==> src/rtl/fb_arbiter.sv <==
// Framebuffer single-port RAM arbiter: the display read port is fetch-on-change
// with priority, and the CPU req/ack port uses idle RAM cycles with a bounded wait.
module fb_arbiter #(
  parameter int ADDR_WIDTH = 13,
  parameter int DATA_WIDTH = 8,
  parameter int MAX_WAIT   = 4
) (
  input  logic                  clk,
  input  logic                  rst_n,
  input  logic                  pixel_re,
  input  logic [ADDR_WIDTH-1:0] pixel_addr,
  output logic [DATA_WIDTH-1:0] pixel_data,
  input  logic                  cpu_req,
  input  logic                  cpu_we,
  input  logic [ADDR_WIDTH-1:0] cpu_addr,
  input  logic [DATA_WIDTH-1:0] cpu_wdata,
  output logic                  cpu_ack,
  output logic                  cpu_rvalid,
  output logic [DATA_WIDTH-1:0] cpu_rdata,
  output logic [ADDR_WIDTH-1:0] ram_addr,
  output logic                  ram_we,
  output logic [DATA_WIDTH-1:0] ram_wdata,
  input  logic [DATA_WIDTH-1:0] ram_q
);

  localparam int WCW = (MAX_WAIT < 1) ? 1 : $clog2(MAX_WAIT + 1);
  localparam logic [WCW-1:0] WAIT_SAT = WCW'(MAX_WAIT);

  logic [ADDR_WIDTH-1:0] fetched_addr_q, fetched_addr_d;
  logic                  fetched_valid_q, fetched_valid_d;
  logic                  disp_inflight_q, disp_inflight_d;
  logic                  cpu_rd_inflight_q, cpu_rd_inflight_d;
  logic [DATA_WIDTH-1:0] hold_q, hold_d;
  logic [WCW-1:0]        wait_cnt_q, wait_cnt_d;

  logic disp_need;
  logic starving;
  logic grant_disp;
  logic grant_cpu;

  always_comb begin
    disp_need  = pixel_re && !(fetched_valid_q && (pixel_addr == fetched_addr_q));
    starving   = cpu_req && (wait_cnt_q == WAIT_SAT);
    grant_disp = disp_need && !starving;
    grant_cpu  = cpu_req && !grant_disp;
  end

  // Combinational outputs are forced low while reset is asserted.
  always_comb begin
    cpu_ack   = rst_n && grant_cpu;
    ram_we    = rst_n && grant_cpu && cpu_we;
    ram_addr  = '0;
    ram_wdata = '0;
    if (rst_n) begin
      ram_addr = grant_cpu ? cpu_addr : pixel_addr;
      if (grant_cpu) begin
        ram_wdata = cpu_wdata;
      end
    end
  end

  assign pixel_data = disp_inflight_q ? ram_q : hold_q;
  assign cpu_rvalid = cpu_rd_inflight_q;
  assign cpu_rdata  = cpu_rd_inflight_q ? ram_q : '0;

  always_comb begin
    fetched_addr_d    = fetched_addr_q;
    fetched_valid_d   = fetched_valid_q;
    disp_inflight_d   = grant_disp;
    cpu_rd_inflight_d = grant_cpu && !cpu_we;
    hold_d            = disp_inflight_q ? ram_q : hold_q;
    wait_cnt_d        = '0;

    if (grant_disp) begin
      fetched_addr_d  = pixel_addr;
      fetched_valid_d = 1'b1;
    end
    // A CPU write over the displayed byte forces a refetch next cycle.
    if (grant_cpu && cpu_we && fetched_valid_q && (cpu_addr == fetched_addr_q)) begin
      fetched_valid_d = 1'b0;
    end
    if (!pixel_re) begin
      fetched_valid_d = 1'b0;
    end

    if (cpu_req && !grant_cpu) begin
      wait_cnt_d = (wait_cnt_q == WAIT_SAT) ? wait_cnt_q : wait_cnt_q + 1'b1;
    end
  end

  always_ff @(posedge clk or negedge rst_n) begin
    if (!rst_n) begin
      fetched_addr_q    <= '0;
      fetched_valid_q   <= 1'b0;
      disp_inflight_q   <= 1'b0;
      cpu_rd_inflight_q <= 1'b0;
      hold_q            <= '0;
      wait_cnt_q        <= '0;
    end else begin
      fetched_addr_q    <= fetched_addr_d;
      fetched_valid_q   <= fetched_valid_d;
      disp_inflight_q   <= disp_inflight_d;
      cpu_rd_inflight_q <= cpu_rd_inflight_d;
      hold_q            <= hold_d;
      wait_cnt_q        <= wait_cnt_d;
    end
  end

endmodule

==> config.mk <==
export PLATFORM = sky130hd
export DESIGN_NAME = fb_arbiter
export DESIGN_NICKNAME = d
export VERILOG_FILES = /design/src/rtl/fb_arbiter.sv
export SDC_FILE = /design/constraint.sdc
export NUM_CORES = 1
export LEC_CHECK = 0
export CORE_ASPECT_RATIO = 1.75
export CORE_MARGIN = 2
export CORE_UTILIZATION = 40
export DETAILED_ROUTE_END_ITERATION = 12
export PLACE_DENSITY = 0.8
export SYNTH_ARGS = -nofsm -noshare
export SYNTH_HDL_FRONTEND = slang
export SYNTH_SLANG_ARGS = --single-unit
==> constraint.sdc <==
create_clock -name clk -period 3.4 [get_ports clk]
set_input_delay 0.68 -clock clk [delete_from_list [all_inputs] [get_ports clk]]
set_output_delay 0.68 -clock clk [all_outputs]
set_load 0.01 [all_outputs]
; After elaboration in Yosys (flattened, before gate mapping)
; Cells that the tools add are included.
[word_totals]
output_inout_bits = 40
in_bits = 47
reg_bits = 27
[op_classes]
eq_ne = 5
muxes = 11
n_addsub = 1
n_reduce_logical = 17
[ops]
columns = cell, n
row1 = 2-to-1 mux 8 bit, 4
row2 = == test 13 bit, 2
row3 = 2-to-1 mux 13 bit, 2
row4 = logical AND 1 bit, 12
row5 = 2-to-1 mux 3 bit, 2
row6 = logical NOT 1 bit, 5
row7 = adder 3 x 1 -> 3 bit (second input constant), 1
row8 = == test 3 bit (second input constant), 1
row9 = 2-to-1 mux 1 bit, 3
row10 = != test 3 x 1 -> 1 bit (second input constant), 1
row11 = != test 2 bit (second input constant), 1

; Longest topological paths before layout
; Gate-level depths: netlist (run 1).
[depth]
word_depth = 12
depth_mapped = 8
depth_no_buf = 7

; Worst setup path after synthesis (run 1)
; OpenSTA, ideal clock, no wires.
[synth_timing]
path_kind = input to output
startpoint = in pixel_addr[10]
endpoint = out ram_addr[0]
required_time_ns = 2.720
slack_ns = 0.689
stages = 7
n_path_buf = 2
arrival_time_ns = 2.031
path_cell_list = xor2_1 nor4_2 nand4_1 a31o_1 buf_6 buf_12 mux2i_1
[synth_via]
elab_chain_len = 9
[synth_rtl]
columns = item, line
row1 = from (decl), 11  ; input logic [ADDR_WIDTH-1:0] pixel_addr,
row2 = == test 13 bit, 42  ; disp_need = pixel_re && !(fetched_valid_q && (pixel_addr == fetched_addr_q));
row3 = logical AND 1 bit, 42
row4 = logical NOT 1 bit, 42
row5 = logical AND 1 bit, 42
row6 = logical AND 1 bit, 44  ; grant_disp = disp_need && !starving;
row7 = logical NOT 1 bit, 45  ; grant_cpu = cpu_req && !grant_disp;
row8 = logical AND 1 bit, 45
row9 = 2-to-1 mux 13 bit, 55  ; ram_addr = grant_cpu ? cpu_addr : pixel_addr;
row10 = 2-to-1 mux 13 bit, 54  ; if (rst_n) begin
row11 = to (decl), 20  ; output logic [ADDR_WIDTH-1:0] ram_addr,
; No other way between the ends.

; Worst setup path after layout (run 1)
[layout_timing]
startpoint = in pixel_addr[1]
endpoint = out ram_addr[8]
; The elaborated chain is that of the path after synthesis.

==> flow_metrics.py, run 1 <==
metrics = {
    "floorplanning": {
        "dieArea_mm2": 0.004995,
        "io_pins": 87,
        "dieWidth_um": 54.29,
        "rows": 32,
        "core_mm2": 0.004324,
        "dieHeight_um": 92.01,
        "start_util": 0.4094,
    },
    "timing": {
        "rsz0062_at_grt": "false",
        "post-route-period-util": 0.9435,
        "hold_viol": 0,
        "report.final.slew_viol_count": 0,
        "setup_viol_count_final": 0,
        "clock_skew_ps": 2.844,
        "tightest_slew_ps": 503.4,
        "layout_min_cycle_time_ps": 3208,
        "maxSlewHeadroom": 0.6644,
        "fin_tns_setup_ps": 0,
        "fmax_ghz": 0.3117,
    },
    "synth": {
        "synth_top_family_by_area": "multiplexers",
        "synth-seq-cells": 27,
        "netlist_top_cells_area": "dfrtp_1 (38%), mux2_2 (9.5%), xnor2_1 (7.4%), mux2i_1 (7.3%), nand2_1 (5.9%)",
        "seq_area_frac_synth": 0.3816,
        "synth-compound-area-share": 0.02544,
        "synth_fa_ha_area_frac": 0.01413,
        "synth_top_cell_by_area": "dfrtp_1",
        "synth_top_area_frac": 0.3816,
        "synth_area_mm2": 0.001770,
        "synth_xor_area_frac": 0.1336,
        "ys.flop_type": "dfrtp_1",
        "syn-num-nets": 215,
        "synth_enable_flop_cells": 0,
        "synth-simple-area-share": 0.1845,
        "syn_area_per_cell_um2": 10.67,
        "async_reset_ff_frac": 1.000,
        "synth_commonest_cells": "nand2_1 (28), dfrtp_1 (27), mux2_2 (15), xnor2_1 (15), mux2i_1 (13)",
        "ys_types": 24,
        "yosysWarningCount": 0,
        "syn-instance-count": 166,
        "synthMuxAreaShare": 0.2198,
        "yosysMostFrequentCell": "nand2_1",
    },
    "clock_network": {
        "numCtsBuffers": 3,
        "clkTransAtPathRegs_ps": 90,
        "cts.root.buffer_cell": "clkbuf_8",
        "cts_max_path_buffers": 2,
        "cts_sinks": 27,
        "ctsHtreeMaxLevel": 1,
        "insertion_delay_ps": 280,
        "cts_tree": "done",
    },
    "global_routing": {
        "overflow": 0,
        "grt-busiest-layer": "met2",
        "met1_usage": 0.1950,
        "grt_first_pass_wirelength_um": 7334,
        "grt_use_total": 0.1986,
        "gr-usage-met3": 0.02769,
        "antenna_found_initial": 0,
        "grtUsageMet2": 0.3835,
        "grt_pass1_vias": 1663,
        "grt_max_degree": 42,
    },
    "routing": {
        "dr.pass1.iters": 4,
        "dr.first_iter.drc_count": 10,
        "wire_per_inst_um": 14.58,
        "viasPerCell": 4.950,
        "antenna_left": 0,
        "routed_wl_um": 4679,
        "vias": 1589,
        "route.detailed.drc": 0,
    },
    "worst_setup_path": {
        "cp_data_arrival_time_ps": 2530,
        "path_buf_inv": 3,
        "cp_max_fo": 3,
        "cp_cell_sequence": "clkdlybuf4s50_1, xor2_1, nor4_2, nand4_1, a31o_1, buf_4, mux2i_1, dlygate4sd2_1",
        "slowest_stage": "clkdlybuf4s50_1",
        "critical_path_class": "input port to primary output",
        "critPathRequiredTime_ps": 2720,
        "critPathMaxStageDelay_ps": 430,
        "endpoint_kind": "primary output",
        "r2r_start": "wait_cnt_q[0]",
        "critPathLaunchType": "input port",
        "cp-startpoint": "pixel_addr[1]",
        "critPathTopFamily": "buffers and inverters",
    },
    "flow_run": {
        "maxCapViolCount": 0,
    },
    "finish": {
        "drive_gt1_frac": 0.2889,
        "post-route-util": 0.6487,
        "final_cells": 321,
        "area_growth_pct": 58.45,
        "n_antenna_cell": 0,
        "fin_nets": 320,
        "design_area_mm2": 0.002805,
    },
    "place": {
        "portBuffers": 86,
        "place_area_mm2": 0.002796,
        "gp_congestion": 0.7643,
        "dp_cells": 314,
        "hpwl_um": 3808,
    },
    "power_and_ir_drop": {
        "vdd.ir_drop.worst_mv": 0.2183,
        "p_per_area_mw_per_mm2": 300.5,
        "leakage_nw": 1.376,
        "power.total_uw": 843.0,
    },
    "hold_path": {
        "hp-class": "input port to async pin",
    },
    "outcome": {
        "status": "complete, no violations",
    },
}
placed cells by master, fill, tap and decap left out, types with 3 or more instances in the layout:
master,Yosys,routed
nand2_1,28,28
nor2_1,3,3
nand4_1,5,5
and3_1,10,10
clkdlybuf4s50_1,0,52
xor2_1,12,10
buf_2,0,8
dlygate4sd2_1,0,4
buf_4,0,18
mux2i_1,13,13
dfrtp_1,27,27
mux2_2,15,15
clkbuf_8,0,3
mux2_4,6,6
clkbuf_2,0,15
dlymetal6s2s_1,0,7
xnor2_1,15,15
and2_1,10,10
inv_1,3,3
metal layers:
layer,wire [um],part of all wire
met1,1610,0.34
met2,2621,0.56
met3,346,0.074
met4,100,0.021
met5,0,0
cell type report:
class	instances	area [um2]
clock buffer	3	41.29
sequential	27	675.6
timing repair buffer	108	955.9
multi-input combinational	128	1052
inverter	3	11.26
fill	365	1519
clock inverter	1	5.005
tap	51	63.81
logic make-up (layout without fill, tap and decap cells):
| kind of cell | count (synthesis) | in the layout |
|---|---|---|
| and+or+nand+nor | 60 | 60 |
| DFF | 27 | 27 |
| buffers and inverters | 11 | 115 |
| muxes | 34 | 34 |
| xor gates and xnor gates | 27 | 27 |
| AOI/OAI and AO/OA | 5 | 5 |
| adders and majority gates | 2 | 2 |
registers in the layout, indices dropped and copies added (netlist names):
register and count:
fetched_addr_q 13, hold_q 8, wait_cnt_q 3, cpu_rvalid 1
disp_inflight_q 1, fetched_valid_q 1
where the power goes:
| part | leakage (nW) | switching [mW] | internal, mW |
|---|---|---|---|
| Clock | 0.0255 | 0.103 | 0.0823 |
| Sequential | 0.322 | 0.0253 | 0.349 |
| Combinational | 1.03 | 0.115 | 0.168 |
through the flow:
| stage | setup slack [ps] | hold slack (ps) |
|---|---|---|
| floorplan | 688.9 | 384.4 |
| global placement | -315.2 | 455.3 |
| detailed placement | -344.1 | 466.3 |
| CTS | -0.3855 | 236.8 |
| global route | 14.91 | 241.7 |
| finish | 192.1 | 239.8 |
worst paths after layout:
path | cells after the start | slack [ps] | endpoint
worst max-delay path | 8 | 190 | ram_addr[8]
worst min-delay path | 1 | 240 | wait_cnt_q[0]
worst max register to register | 7 | 1360 | fetched_addr_q[5]
worst min register to register | 1 | 470 | wait_cnt_q[0]
max in group asynchronous | 2 | 2740 | fetched_addr_q[12]
min in group clk | 1 | 470 | wait_cnt_q[0]
repair_timing:
item | in CTS | in global routing
pin swaps | 3 | 5
setup endpoints to repair | 23 | 23
buffers inserted | 2 | 0
gates resized for setup | 49 | 40
hold buffers | 0 | 0
gates cloned | 1 | 0
No activity file was read; power rests on OpenSTA's default activity.
==> run 2, diff against run 1 <==
--- a/config.mk
+++ b/config.mk
@@ -8,6 +8,7 @@
 export CORE_ASPECT_RATIO = 1.75
 export CORE_MARGIN = 2
 export CORE_UTILIZATION = 40
+export CTS_CLUSTER_DIAMETER = 30
 export DETAILED_ROUTE_END_ITERATION = 12
 export PLACE_DENSITY = 0.8
 export SYNTH_ARGS = -nofsm -noshare
==> results of run 2 <==
The final DEF is identical to that of run 1; final timing and power are the same.
==> run 3, diff against run 2 <==
--- a/config.mk
+++ b/config.mk
@@ -9,8 +9,9 @@
 export CORE_MARGIN = 2
 export CORE_UTILIZATION = 40
 export CTS_CLUSTER_DIAMETER = 30
+export CTS_CLUSTER_SIZE = 24
 export DETAILED_ROUTE_END_ITERATION = 12
-export PLACE_DENSITY = 0.8
+export PLACE_DENSITY = 0.81
 export SYNTH_ARGS = -nofsm -noshare
 export SYNTH_HDL_FRONTEND = slang
 export SYNTH_SLANG_ARGS = --single-unit
==> run 3 against run 2 <==
Total power is 0.51% higher. Global-route usage is 0.37 points lower. Maximum frequency is 1.7% lower. Utilization up 1.3 points. Largest power group unchanged. Sequential share of layout area decreased by 0.46 points. Clock skew rose by 0.68 ps. Final area up 2.0%. Die area unchanged. Highest routed layer unchanged.
==> flow_metrics.py, run 3 (synthesis results as in run 1) <==
metrics = {
    "outcome": {
        "status": "complete, no violations",
    },
    "finish": {
        "n_antenna_cell": 0,
        "final_common_cell": "clkdlybuf4s50_1",
        "nFillCells": 350,
        "drive_gt1_frac": 0.2127,
        "fin_nets": 318,
        "multi_input_area_mm2": 0.001040,
        "seqCellArea_um2": 675.6,
        "final_cells": 319,
        "largest-register": "fetched_addr_q",
        "area_growth_pct": 61.55,
        "largest_reg_flops": 13,
        "reg.largest.list": "fetched_addr_q: 13 flops, hold_q: 8 flops, wait_cnt_q: 3 flops",
        "final_cell_mix": "clkdlybuf4s50_1 (50), nand2_1 (28), dfrtp_1 (27)",
    },
    "worst_setup_path": {
        "critPathRequiredTime_ps": 2720,
        "cp_max_fo": 7,
        "critical_path_class": "input port to primary output",
        "cp_data_arrival_time_ps": 2580,
        "critPathLaunchType": "input port",
        "endpoint_kind": "primary output",
    },
    "timing": {
        "maxSlewHeadroom": 0.7619,
        "timing.hold.ws_ps": 369.1,
        "fmax_ghz": 0.3064,
        "clock_skew_ps": 3.528,
        "layout_min_cycle_time_ps": 3263,
        "setup_viol_count_final": 0,
        "tightest_slew_ps": 357.1,
        "post-route-period-util": 0.9598,
        "hold_viol": 0,
        "rsz0062_at_grt": "false",
        "report.final.slew_viol_count": 0,
    },
    "place": {
        "gp_congestion": 0.7344,
        "portBuffers": 86,
        "dp_cells": 311,
        "hpwl_um": 3706,
    },
    "power_and_ir_drop": {
        "intPower_uw": 605.2,
        "p_per_area_mw_per_mm2": 296.2,
        "p_switching_uw": 242.1,
        "vdd.ir_drop.worst_mv": 0.2148,
        "clock_power_share": 0.217,
        "switching_share": 0.2858,
        "power.share.combinational": 0.341,
        "leakage_nw": 1.431,
        "p_seq_frac": 0.442,
    },
    "global_routing": {
        "antenna_found_initial": 0,
        "grt_first_pass_wirelength_um": 7141,
        "overflow": 0,
        "grt_max_degree": 64,
        "grt_pass1_vias": 1603,
        "grt_use_total": 0.1949,
    },
    "clock_network": {
        "insertion_delay_ps": 270,
        "cts_sinks": 27,
        "cts_tree": "done",
        "cts.root.buffer_cell": "clkbuf_8",
        "cts_max_path_buffers": 2,
        "ctsHtreeMaxLevel": 1,
        "clkTransAtPathRegs_ps": 90,
        "cts_hold_buf": 0,
        "numCtsBuffers": 3,
    },
    "routing": {
        "route.met3.wl_um": 453,
        "highest_layer": "met4",
        "wl_met2_um": 2591,
        "wl_met1_um": 1647,
        "antenna_left": 0,
        "dr.pass1.iters": 4,
        "routed_wl_um": 4764,
        "route.detailed.drc": 0,
        "vias": 1612,
        "dr.first_iter.drc_count": 23,
        "wire_per_inst_um": 14.93,
        "viasPerCell": 5.053,
    },
    "floorplanning": {
        "rows": 32,
        "dieHeight_um": 92.01,
        "io_pins": 87,
        "dieWidth_um": 54.29,
        "start_util": 0.4094,
        "dieArea_mm2": 0.004995,
        "core_mm2": 0.004324,
    },
    "hold_path": {
        "hp-class": "input port to async pin",
    },
    "flow_run": {
        "maxCapViolCount": 0,
    },
}
[run 3: cell types whose count changed in the layout (fill, tap and decap cells not counted), sizes merged, moves of 2 or more]
cell / before / now
dlygate4sd2: 4 / 19
clkbuf: 18 / 4
buf: 29 / 23
clkdlybuf4s15: 1 / 4
dlymetal6s2s: 7 / 10
clkdlybuf4s50: 52 / 50
[run 3: final cells by class]
class                   instances  share of cell area
well taps                      51             0.02231
repair buffers                106              0.3583
flip-flops and latches         27              0.2362
clock buffers                   4             0.01575
multi-input cells             128              0.3635
inverters                       3            0.003937
[run 3: metrics by stage]
step / setup TNS (ps) / cell area (um2) / setup slack (ps) / total power, mW / util
after floorplan: 0 / 1770 / 688.9 / 0.5146 / -
final: 0 / 2860 / 136.8 / 0.8473 / 0.6615
after CTS: -159.2 / 2823 / -53.44 / 0.8494 / 0.6528
after detailed placement: -7388 / 2774 / -362.5 / 0.6745 / 0.6415
after global routing: 0 / 2860 / 24.99 / 0.8883 / 0.6615
after global placement: -6850 / 2774 / -334.6 / 0.6681 / 0.6415
[run 3: worst max-delay path: stages]
cell and delay, ps:
clkdlybuf4s50_1 520, xnor2_1 140, and2_4 180, nand4_1 120
buf_4 160, a31oi_1 140, buf_4 150, buf_4 110
and3_1 150, clkdlybuf4s15_2 210
[run 3: repair_timing]
action	in CTS	in global routing
cloned	0	0
resized for setup	35	15
setup buffers	3	1
endpoints found under the setup margin	23	23
pin swaps	3	4
[run 3: worst paths after layout]
| path | from | endpoint | slack (ps) | cells after the start |
|---|---|---|---|---|
| worst max-delay path | pixel_addr[2] | ram_wdata[5] | 140 | 10 |
| worst min-delay path | rst_n | hold_q[2] | 370 | 2 |
| worst max register to register | fetched_addr_q[5] | fetched_addr_q[11] | 1400 | 8 |
| worst min register to register | wait_cnt_q[0] | wait_cnt_q[0] | 470 | 1 |
| max in group asynchronous | rst_n | disp_inflight_q | 2790 | 2 |
| min in group clk | wait_cnt_q[0] | wait_cnt_q[0] | 470 | 1 |
[run 3: power by group through the flow]
stage / Combinational, mW / Sequential (mW) / Clock (mW)
after global placement: 0.290 / 0.378 / 0
after CTS: 0.289 / 0.374 / 0.186
after floorplan: 0.141 / 0.374 / 0
after detailed placement: 0.295 / 0.380 / 0
after global routing: 0.311 / 0.378 / 0.199
final: 0.289 / 0.374 / 0.184
[run 3: layer usage]
layer,up-vias,track usage
li1,764,-
met1,769,0.1945
met2,72,0.3645
met3,7,0.03746
met4,0,0.07708
met5,-,0
